==> config.mk <==
export PLATFORM = sky130hd
export DESIGN_NAME = ifu
export DESIGN_NICKNAME = d
export VERILOG_FILES = /design/src/rtl/ifu_pkg.sv /design/src/rtl/ifu_fifo.sv /design/src/rtl/ifu.sv
export SDC_FILE = /design/constraint.sdc
export NUM_CORES = 1
export LEC_CHECK = 0
export ABC_CLOCK_PERIOD_IN_PS = 5500
export CAP_MARGIN = 20
export CORE_MARGIN = 2
export CORE_UTILIZATION = 55
export DETAILED_ROUTE_END_ITERATION = 6
export GPL_ROUTABILITY_DRIVEN = 0
export PLACE_DENSITY = 0.88
export SETUP_SLACK_MARGIN = 0.1
export SLEW_MARGIN = 10
export SYNTH_ARGS = -nofsm -noshare
export SYNTH_HDL_FRONTEND = slang
export SYNTH_HIERARCHICAL = 1
export SYNTH_SLANG_ARGS = --single-unit
==> constraint.sdc <==
create_clock -name clk -period 5.5 [get_ports clk]
set_clock_uncertainty 0.2 [all_clocks]
set_input_delay 1.1 -clock clk [delete_from_list [all_inputs] [get_ports clk]]
set_output_delay 1.1 -clock clk [all_outputs]
set_load 0.03 [all_outputs]
==> src/rtl/ifu_pkg.sv <==
// Shared types and constants for the instruction fetch unit.
package ifu_pkg;

    typedef enum logic {
        REQ  = 1'b0,
        WAIT = 1'b1
    } ifu_state_e;

    typedef struct packed {
        logic [63:0] pc;
        logic [31:0] inst;
    } fetch_entry_t;

    localparam logic [63:0] IFU_RESET_PC = 64'h0000_0000_8000_0000;

    function automatic logic [63:0] align_pc(input logic [63:0] pc);
        return {pc[63:2], 2'b00};
    endfunction

endpackage

==> src/rtl/ifu_fifo.sv <==
// Small synchronous FIFO of fetched {pc, inst} entries; flush dominates push/pop.
module ifu_fifo
    import ifu_pkg::*;
#(
    parameter int DEPTH = 2,
    localparam int CNT_W = $clog2(DEPTH + 1),
    localparam int PTR_W = (DEPTH > 1) ? $clog2(DEPTH) : 1
) (
    input  logic             clk,
    input  logic             rst,
    input  logic             push,
    input  logic             pop,
    input  logic             flush,
    input  fetch_entry_t     din,
    output fetch_entry_t     head,
    output logic [CNT_W-1:0] count,
    output logic             empty,
    output logic             full
);

    fetch_entry_t     mem [DEPTH];
    logic [PTR_W-1:0] wr_ptr;
    logic [PTR_W-1:0] rd_ptr;

    function automatic logic [PTR_W-1:0] ptr_inc(input logic [PTR_W-1:0] p);
        return (p == PTR_W'(DEPTH - 1)) ? '0 : p + 1'b1;
    endfunction

    assign head  = mem[rd_ptr];
    assign empty = (count == '0);
    assign full  = (count == CNT_W'(DEPTH));

    always_ff @(posedge clk or negedge rst) begin
        if (!rst) begin
            wr_ptr <= '0;
            rd_ptr <= '0;
            count  <= '0;
            for (int i = 0; i < DEPTH; i++) mem[i] <= '0;
        end else if (flush) begin
            wr_ptr <= '0;
            rd_ptr <= '0;
            count  <= '0;
        end else begin
            if (push) begin
                mem[wr_ptr] <= din;
                wr_ptr      <= ptr_inc(wr_ptr);
            end
            if (pop) rd_ptr <= ptr_inc(rd_ptr);
            if (push && !pop)      count <= count + 1'b1;
            else if (!push && pop) count <= count - 1'b1;
        end
    end

endmodule

==> src/rtl/ifu.sv <==
// Instruction fetch: one-outstanding imem requests, buffered responses, redirect flush.
module ifu
    import ifu_pkg::*;
#(
    parameter logic [63:0] RESET_PC   = IFU_RESET_PC,
    parameter int          FIFO_DEPTH = 2
) (
    input  logic        clk,
    input  logic        rst,
    input  logic        redirect_valid,
    input  logic [63:0] redirect_pc,
    output logic        inst_valid,
    input  logic        inst_ready,
    output logic [31:0] inst,
    output logic [63:0] inst_pc,
    output logic        imem_req_valid,
    input  logic        imem_req_ready,
    output logic [63:0] imem_req_addr,
    input  logic        imem_resp_valid,
    input  logic [31:0] imem_resp_data
);

    localparam int CNT_W = $clog2(FIFO_DEPTH + 1);

    ifu_state_e   state, state_next;
    logic [63:0]  fetch_pc, fetch_pc_next;
    logic [63:0]  req_pc, req_pc_next;
    logic         drop, drop_next;
    logic         push, pop, fifo_empty, fifo_full;
    logic [CNT_W-1:0] fifo_count;
    fetch_entry_t head, push_entry;

    assign push_entry = '{pc: req_pc, inst: imem_resp_data};

    ifu_fifo #(.DEPTH(FIFO_DEPTH)) u_fifo (
        .clk   (clk),
        .rst   (rst),
        .push  (push),
        .pop   (pop),
        .flush (redirect_valid),
        .din   (push_entry),
        .head  (head),
        .count (fifo_count),
        .empty (fifo_empty),
        .full  (fifo_full)
    );

    // Redirect hides the head so a flushed entry can never be consumed.
    assign inst_valid     = !fifo_empty && !redirect_valid;
    assign pop            = inst_valid && inst_ready;
    assign inst           = head.inst;
    assign inst_pc        = head.pc;
    assign imem_req_addr  = fetch_pc;
    assign imem_req_valid = rst && (state == REQ) && !fifo_full && !redirect_valid;

    always_ff @(posedge clk or negedge rst) begin
        if (!rst) begin
            state    <= REQ;
            fetch_pc <= RESET_PC;
            req_pc   <= '0;
            drop     <= 1'b0;
        end else begin
            state    <= state_next;
            fetch_pc <= fetch_pc_next;
            req_pc   <= req_pc_next;
            drop     <= drop_next;
        end
    end

    always_comb begin
        state_next    = state;
        fetch_pc_next = fetch_pc;
        req_pc_next   = req_pc;
        drop_next     = drop;
        push          = 1'b0;
        case (state)
            REQ: begin
                if (redirect_valid) begin
                    fetch_pc_next = align_pc(redirect_pc);
                end else if (imem_req_valid && imem_req_ready) begin
                    req_pc_next   = fetch_pc;
                    fetch_pc_next = fetch_pc + 64'd4;
                    state_next    = WAIT;
                end
            end
            WAIT: begin
                if (redirect_valid) begin
                    fetch_pc_next = align_pc(redirect_pc);
                    if (imem_resp_valid) begin
                        drop_next  = 1'b0;
                        state_next = REQ;
                    end else begin
                        drop_next  = 1'b1;
                    end
                end else if (imem_resp_valid) begin
                    if (drop) drop_next = 1'b0;
                    else      push      = 1'b1;
                    state_next = REQ;
                end
            end
            default: state_next = REQ;
        endcase
    end

endmodule

## Word-level counts from Yosys, hierarchy flattened

Index checks and enable logic that the tools add are counted.

| storage, ports and cells | value |
|---|---|
| register bits | 326 |
| input bits | 102 |
| output and inout port bits | 162 |
| word-level logic and storage cells | 78 |

| operators by class | value |
|---|---|
| add/sub/neg operators | 5 |
| $lt $le $gt $ge | 3 |
| equal/unequal tests | 3 |
| multiplexer cells | 29 |
| bitwise logic cells | 4 |
| reduce and logical (&&, ||, !) cells | 23 |

Operator list:

| operator | count |
|---|---|
| two-way mux 96 bit | 4 |
| bitwise mux 192 bit | 1 |
| two-way mux 64 bit | 3 |
| case mux 64 bit (2 select lines) | 1 |
| demux 96 bit (select 1 bit) | 1 |
| adder 64 x 3 -> 64 bit (second input constant) | 1 |
| two-way mux 1 bit | 15 |
| logical AND 1 bit | 9 |
| two-way mux 2 bit | 3 |
| AND reduction 2 bit | 3 |
| nonzero test 2 bit | 3 |
| logical NOT 1 bit | 5 |
| greater-or-equal comparator 2 bit (second input constant) | 2 |
| NOT 1 -> 2 bit | 2 |
| != test 3 x 2 -> 1 bit (second input constant) | 1 |
| AND reduction 3 bit | 1 |
| nonzero test 3 bit | 1 |
| adder 1 bit (second input constant) | 2 |
| adder 2 x 1 -> 2 bit (second input constant) | 1 |
| equality test 2 bit (second input constant) | 1 |
| logical NOT 2 bit | 1 |
| less-than comparator 2 x 1 -> 1 bit (second input constant) | 1 |
| != test 2 bit (second input constant) | 1 |
| NOT 1 bit | 2 |
| other kinds (2) | 2 |

## Longest topological paths before layout

| logic depth | value |
|---|---|
| depth after elaboration | 9 |
| depth in mapped cells | 10 |

## Cells and area by module

The synthesis kept the hierarchy.

Modules (own cells, without submodules):

| module | times used | cells an instance | area each (µm²) | sequential area each (µm²) |
|---|---|---|---|---|
| ifu_fifo | 1 | 532 | 8474.4 | 4904.7 |
| ifu | 1 | 780 | 6448.7 | 3154.3 |

## Worst setup path after synthesis

Ideal clock, no wire load.

| path | value |
|---|---|
| path type | input to output |
| start point | input redirect_valid |
| end point | output imem_req_valid |
| arrival | 2.572 ns |
| required time | 4.200 ns |
| path slack | 1.628 ns |
| stages on the path | 6 |
| path buffers | 3 |
| path through | clkbuf_1 -> inv_1 -> nand2_1 -> clkbuf_1 -> clkbuf_1 -> nor3b_1 |

| on the way | value |
|---|---|
| longest elaborated chain between the ends | 2 |

Ends and longest elaborated chain:

| element | RTL line | text |
|---|---|---|
| from (decl) | ifu.sv:10 | `input logic redirect_valid,` |
| logical NOT 1 bit | ifu.sv:54 | `assign imem_req_valid = rst && (state == REQ) && !fifo_full && !redirect_valid;` |
| logical AND 1 bit | ifu.sv:54 |  |
| to (decl) | ifu.sv:16 | `output logic imem_req_valid,` |

No other way between the ends.

## Final worst setup path

| path | value |
|---|---|
| start point | register u_fifo.rd_ptr |
| end point | output inst_pc[41] |

| on the way | value |
|---|---|
| longest elaborated chain between the ends | 4 |

Ends and longest elaborated chain:

| element | RTL line | text |
|---|---|---|
| from (decl) | ifu_fifo.sv:23 | `logic [PTR_W-1:0] rd_ptr;` |
| from (signal assigned) | ifu_fifo.sv:48 | `if (pop) rd_ptr <= ptr_inc(rd_ptr);` |
| NOT 1 -> 2 bit (implied by the code) | ifu_fifo.sv:29 | `assign head = mem[rd_ptr];` |
| two-way mux 96 bit (implied by the code) (3 in a row) | ifu_fifo.sv:29 |  |
| to (decl) | ifu.sv:15 | `output logic [63:0] inst_pc,` |

No other way between the ends. The select of a mux whose other input is x is not followed.

==> results.txt <==
- Overall power consumption: 8.65 mW
* Die width: 169 um
- HPWL after detailed placement: 25,800 um
* Clock transition at the register clock pins on the worst setup and hold paths after CTS: 60 ps
* Total non-filler cell area in the finished layout: 18,900 um^2
- Power spread over the standard cell area amounts to 457 nW/um^2.
* Most common flop cell mapped by yosys: dfrtp_1
- For this design, the CTS-stage hold fixing added 0 buffers.
- The flow ran to the end, and the final reports show no timing, DRC or antenna violations.
* Sequential Area: 8060 um^2
- Counting the buffers created by CTS gives 35.
- CP cell instances: buf_4, mux2_2, clkdlybuf4s50_1
* Htree depth: 2
- Number of nets in the final layout: between 1,500 and 2,000
- Gates resized during post-CTS repair numbered 0.
* First drt pass iteration count: 7
- Max-cap violations in this run came to 0.
- Overall fraction of global-route tracks in use: 27.7%
- Multiplexer cells account for approximately 22% of the synthesized area.
- The via count of the first global-routing pass is roughly 12,000.
- Antenna violations before repair: 2
- Clock latency on the worst-skew pair: 500 ps
* Post CTS Setup Buffer Count: 0
- Counting I/O delays and the setup requirement, the final critical path takes 4290 ps.
- Nature of the critical path endpoint: output pin
* Core Region: 26,800 um^2
* Layout cell share with drive strength beyond 1: 21.9%
* Post-Synthesis Cells: ~1,300
- Critical path fanouts, max: 56
- Final setup violation count: 0
- Synth Warn #: 6
* Number of endpoints with negative hold slack in the final report: 0
- Per-cell routed wire length: 20.7 um
- Data required time of the critical path: 4200 ps
* Total instance count after detailed placement: around 1,800
* Number of top-level pins: ~260
- Once detail routing completed, the nets flagged for antenna violations numbered 0.
- Full die area: 28,500 um^2
- Fill cells in the final layout number 1,860.
* Worst slew margin: 30.8%
* Avg Inst Size Synth: 11.4 um^2
* Aggregate negative setup slack: 0 ps
- The library cell used most frequently in the layout, excluding fill and tap cells, is dfrtp_1.
- Number of flops mapped to enable cells by yosys: 0
- Mapped cell area: 14,900 um^2
- Share of flip-flops with an asynchronous set or reset: 100%
- Fraction of the mapped netlist area in compound gates: ~7.1%
- Fmax: 233 MHz
- Total congestion overflow: 0
* Worst IR drop on VDD: 0.381 mV
- STA classifies the critical path startpoint as a flip-flop.
- For this run, design rule violations remaining after detail routing come to 0.
- After layout, the worst path uses between 70% and 80% of the clock period.
- Delay contributed by the slowest stage of the critical path: 1000 ps
- Number of flip-flops and latches in the synthesized netlist: about 320
- At the pin with the least slew margin, the transition time is 1040 ps.
- Largest family of logic cells by synthesized area: multiplexers
* Portion of the post-synthesis area used by sequential elements: a little over half
- Post-DR vias/cell: 6.01
* Critical setup path kind: reg2out
- In this run the cell area measured after placement is 17,800 um^2.
- Wire length of the first global-routing pass: 63,300 um
- Number of cells on the worst reg-to-reg path: 5
- Largest net degree at the start of global routing: 201
- The detailed router finished its first iteration with 1,066 violations.
- After Yosys synthesis, full adders, half adders and majority gates account for 0.0838% of the synthesized area.
* Via count of the routed design: 11,500
- Total Routed Length: 39,700 um
- Combined area of the multi-input logic cells: about 6500 um^2
- Master of the slowest instance on the critical path: dfrtp_4
* Initial core utilization: between 50% and 60%
* Deepest clock path buffer count: 3
- The clock drives 322 sinks.
- Synth unique cells: 66
* Area added between synthesis and finish: 26.9%
* Xor-xnor portion of the synthesized cell area: 0.411%
- The path class of the tightest hold or removal check is reg2reg.
- The initialized floorplan defines 60 standard-cell rows.
- Along the worst hold path, the cell count comes to 1.
- TritonCTS built the clock tree.
- The tree is rooted in a clkbuf_16.
- Port Buffer Count: ~260
- The synthesized netlist devotes a little over an eighth of its cell area to simple gates.
- Most used cells in the layout excluding fill and tap cells: dfrtp_1, clkdlybuf4s50_1, mux2_2
* RSZ-0062 raised after global routing: false
- From bottom edge to top edge, the die measures between 150 and 200 um.
- Data on the critical path arrives at its endpoint at 2990 ps.
- Post-route non-filler standard cell count: 1,912
- Static leakage power: ~8.6 nW
- The final number of max-transition violations was 0.
-- sequential cells by signal, summed over array words and instances, names as in the netlist --
name,flops
drop,1
imem_req_addr,62
req_pc,62
state,1
u_fifo/count,2
u_fifo/mem,192
u_fifo/rd_ptr,1
u_fifo/wr_ptr,1
-- logic make-up after synthesis --
logic type / count (synthesis)
flops: 322
mux: 291
compound gates: 168
simple gates: 426
fa+ha+maj: 1
other cells: 1
xor+xnor: 7
buf+inv: 96
-- worst max-delay path, delay by kind of cell (launching register included) --
family / cells / cell delay, ps
buffers and inverters: 2 / 1060
DFF: 1 / 1000
muxes: 1 / 400
-- layout make-up --
class | instances | area share [%]
clock buffers | 53 | 5.63
multi-input cells | 899 | 34.2
inverters | 9 | 0.178
repair buffers | 276 | 14.6
flip-flops and latches | 322 | 42.6
clock inverters | 10 | 0.555
well taps | 341 | 2.25
diodes | 2 | 0.0264
-- power breakdown --
group | total [mW] | switching (mW) | internal (mW)
clock | 2.35 | 0.919 | 1.43
combinational | 2.92 | 1.57 | 1.35
sequential | 3.38 | 0.437 | 2.94
-- through the flow --
stage	hold slack [ps]	util (%)	setup WS (ps)
3_5_place_dp	271	66.3	1210
3_3_place_gp	263	66.3	1340
4_1_cts	284	70.6	1190
5_1_grt	293	70.6	1110
2_1_floorplan	254	-	1630
6_report	280	70.6	1210
-- routing by layer --
metal	share of wire (%)	vias up	wire length (um)	global-route usage [%]
li1	-	5140	-	-
met1	40	5707	16000	35.3
met2	48	530	18900	45.4
met3	8.2	105	3250	6.87
met4	3.9	0	1560	11.7
met5	0	-	0	0
-- worst paths after layout --
check	start	end	slack, ps
min	u_fifo/mem[122]	u_fifo/mem[122]	280
max reg2reg	state	u_fifo/mem[69]	2180
min in group asynchronous	rst	u_fifo/mem[96]	310
max	u_fifo/rd_ptr	inst_pc[41]	1210
max in group asynchronous	rst	u_fifo/rd_ptr	3330
min reg2reg	u_fifo/mem[122]	u_fifo/mem[122]	280
-- synthesized netlist by cell type, types with 4 or more instances --
library cell,n,area share (%)
o21ai_0,40,1.3
nand3_1,45,1.5
mux2_2,249,19
clkbuf_1,45,1.1
xnor2_1,6,0.35
a21oi_1,47,1.6
nor4_1,7,0.29
buf_4,8,0.40
nor3_1,19,0.64
nor2_1,51,1.3
buf_2,22,0.74
mux2_1,40,3.0
buf_1,7,0.18
inv_1,9,0.23
a2bb2oi_1,6,0.35
a31oi_1,5,0.21
a311oi_1,8,0.47
and3_1,17,0.71
nand2_1,226,5.7
buf_6,4,0.30
o22ai_1,19,0.80
a211oi_1,6,0.30
nand4_1,18,0.75
nor3b_1,6,0.30
or3_1,8,0.34
a22oi_1,8,0.40
and4_1,9,0.53
dfrtp_1,321,54
No activity file was read; power rests on OpenSTA's default activity.
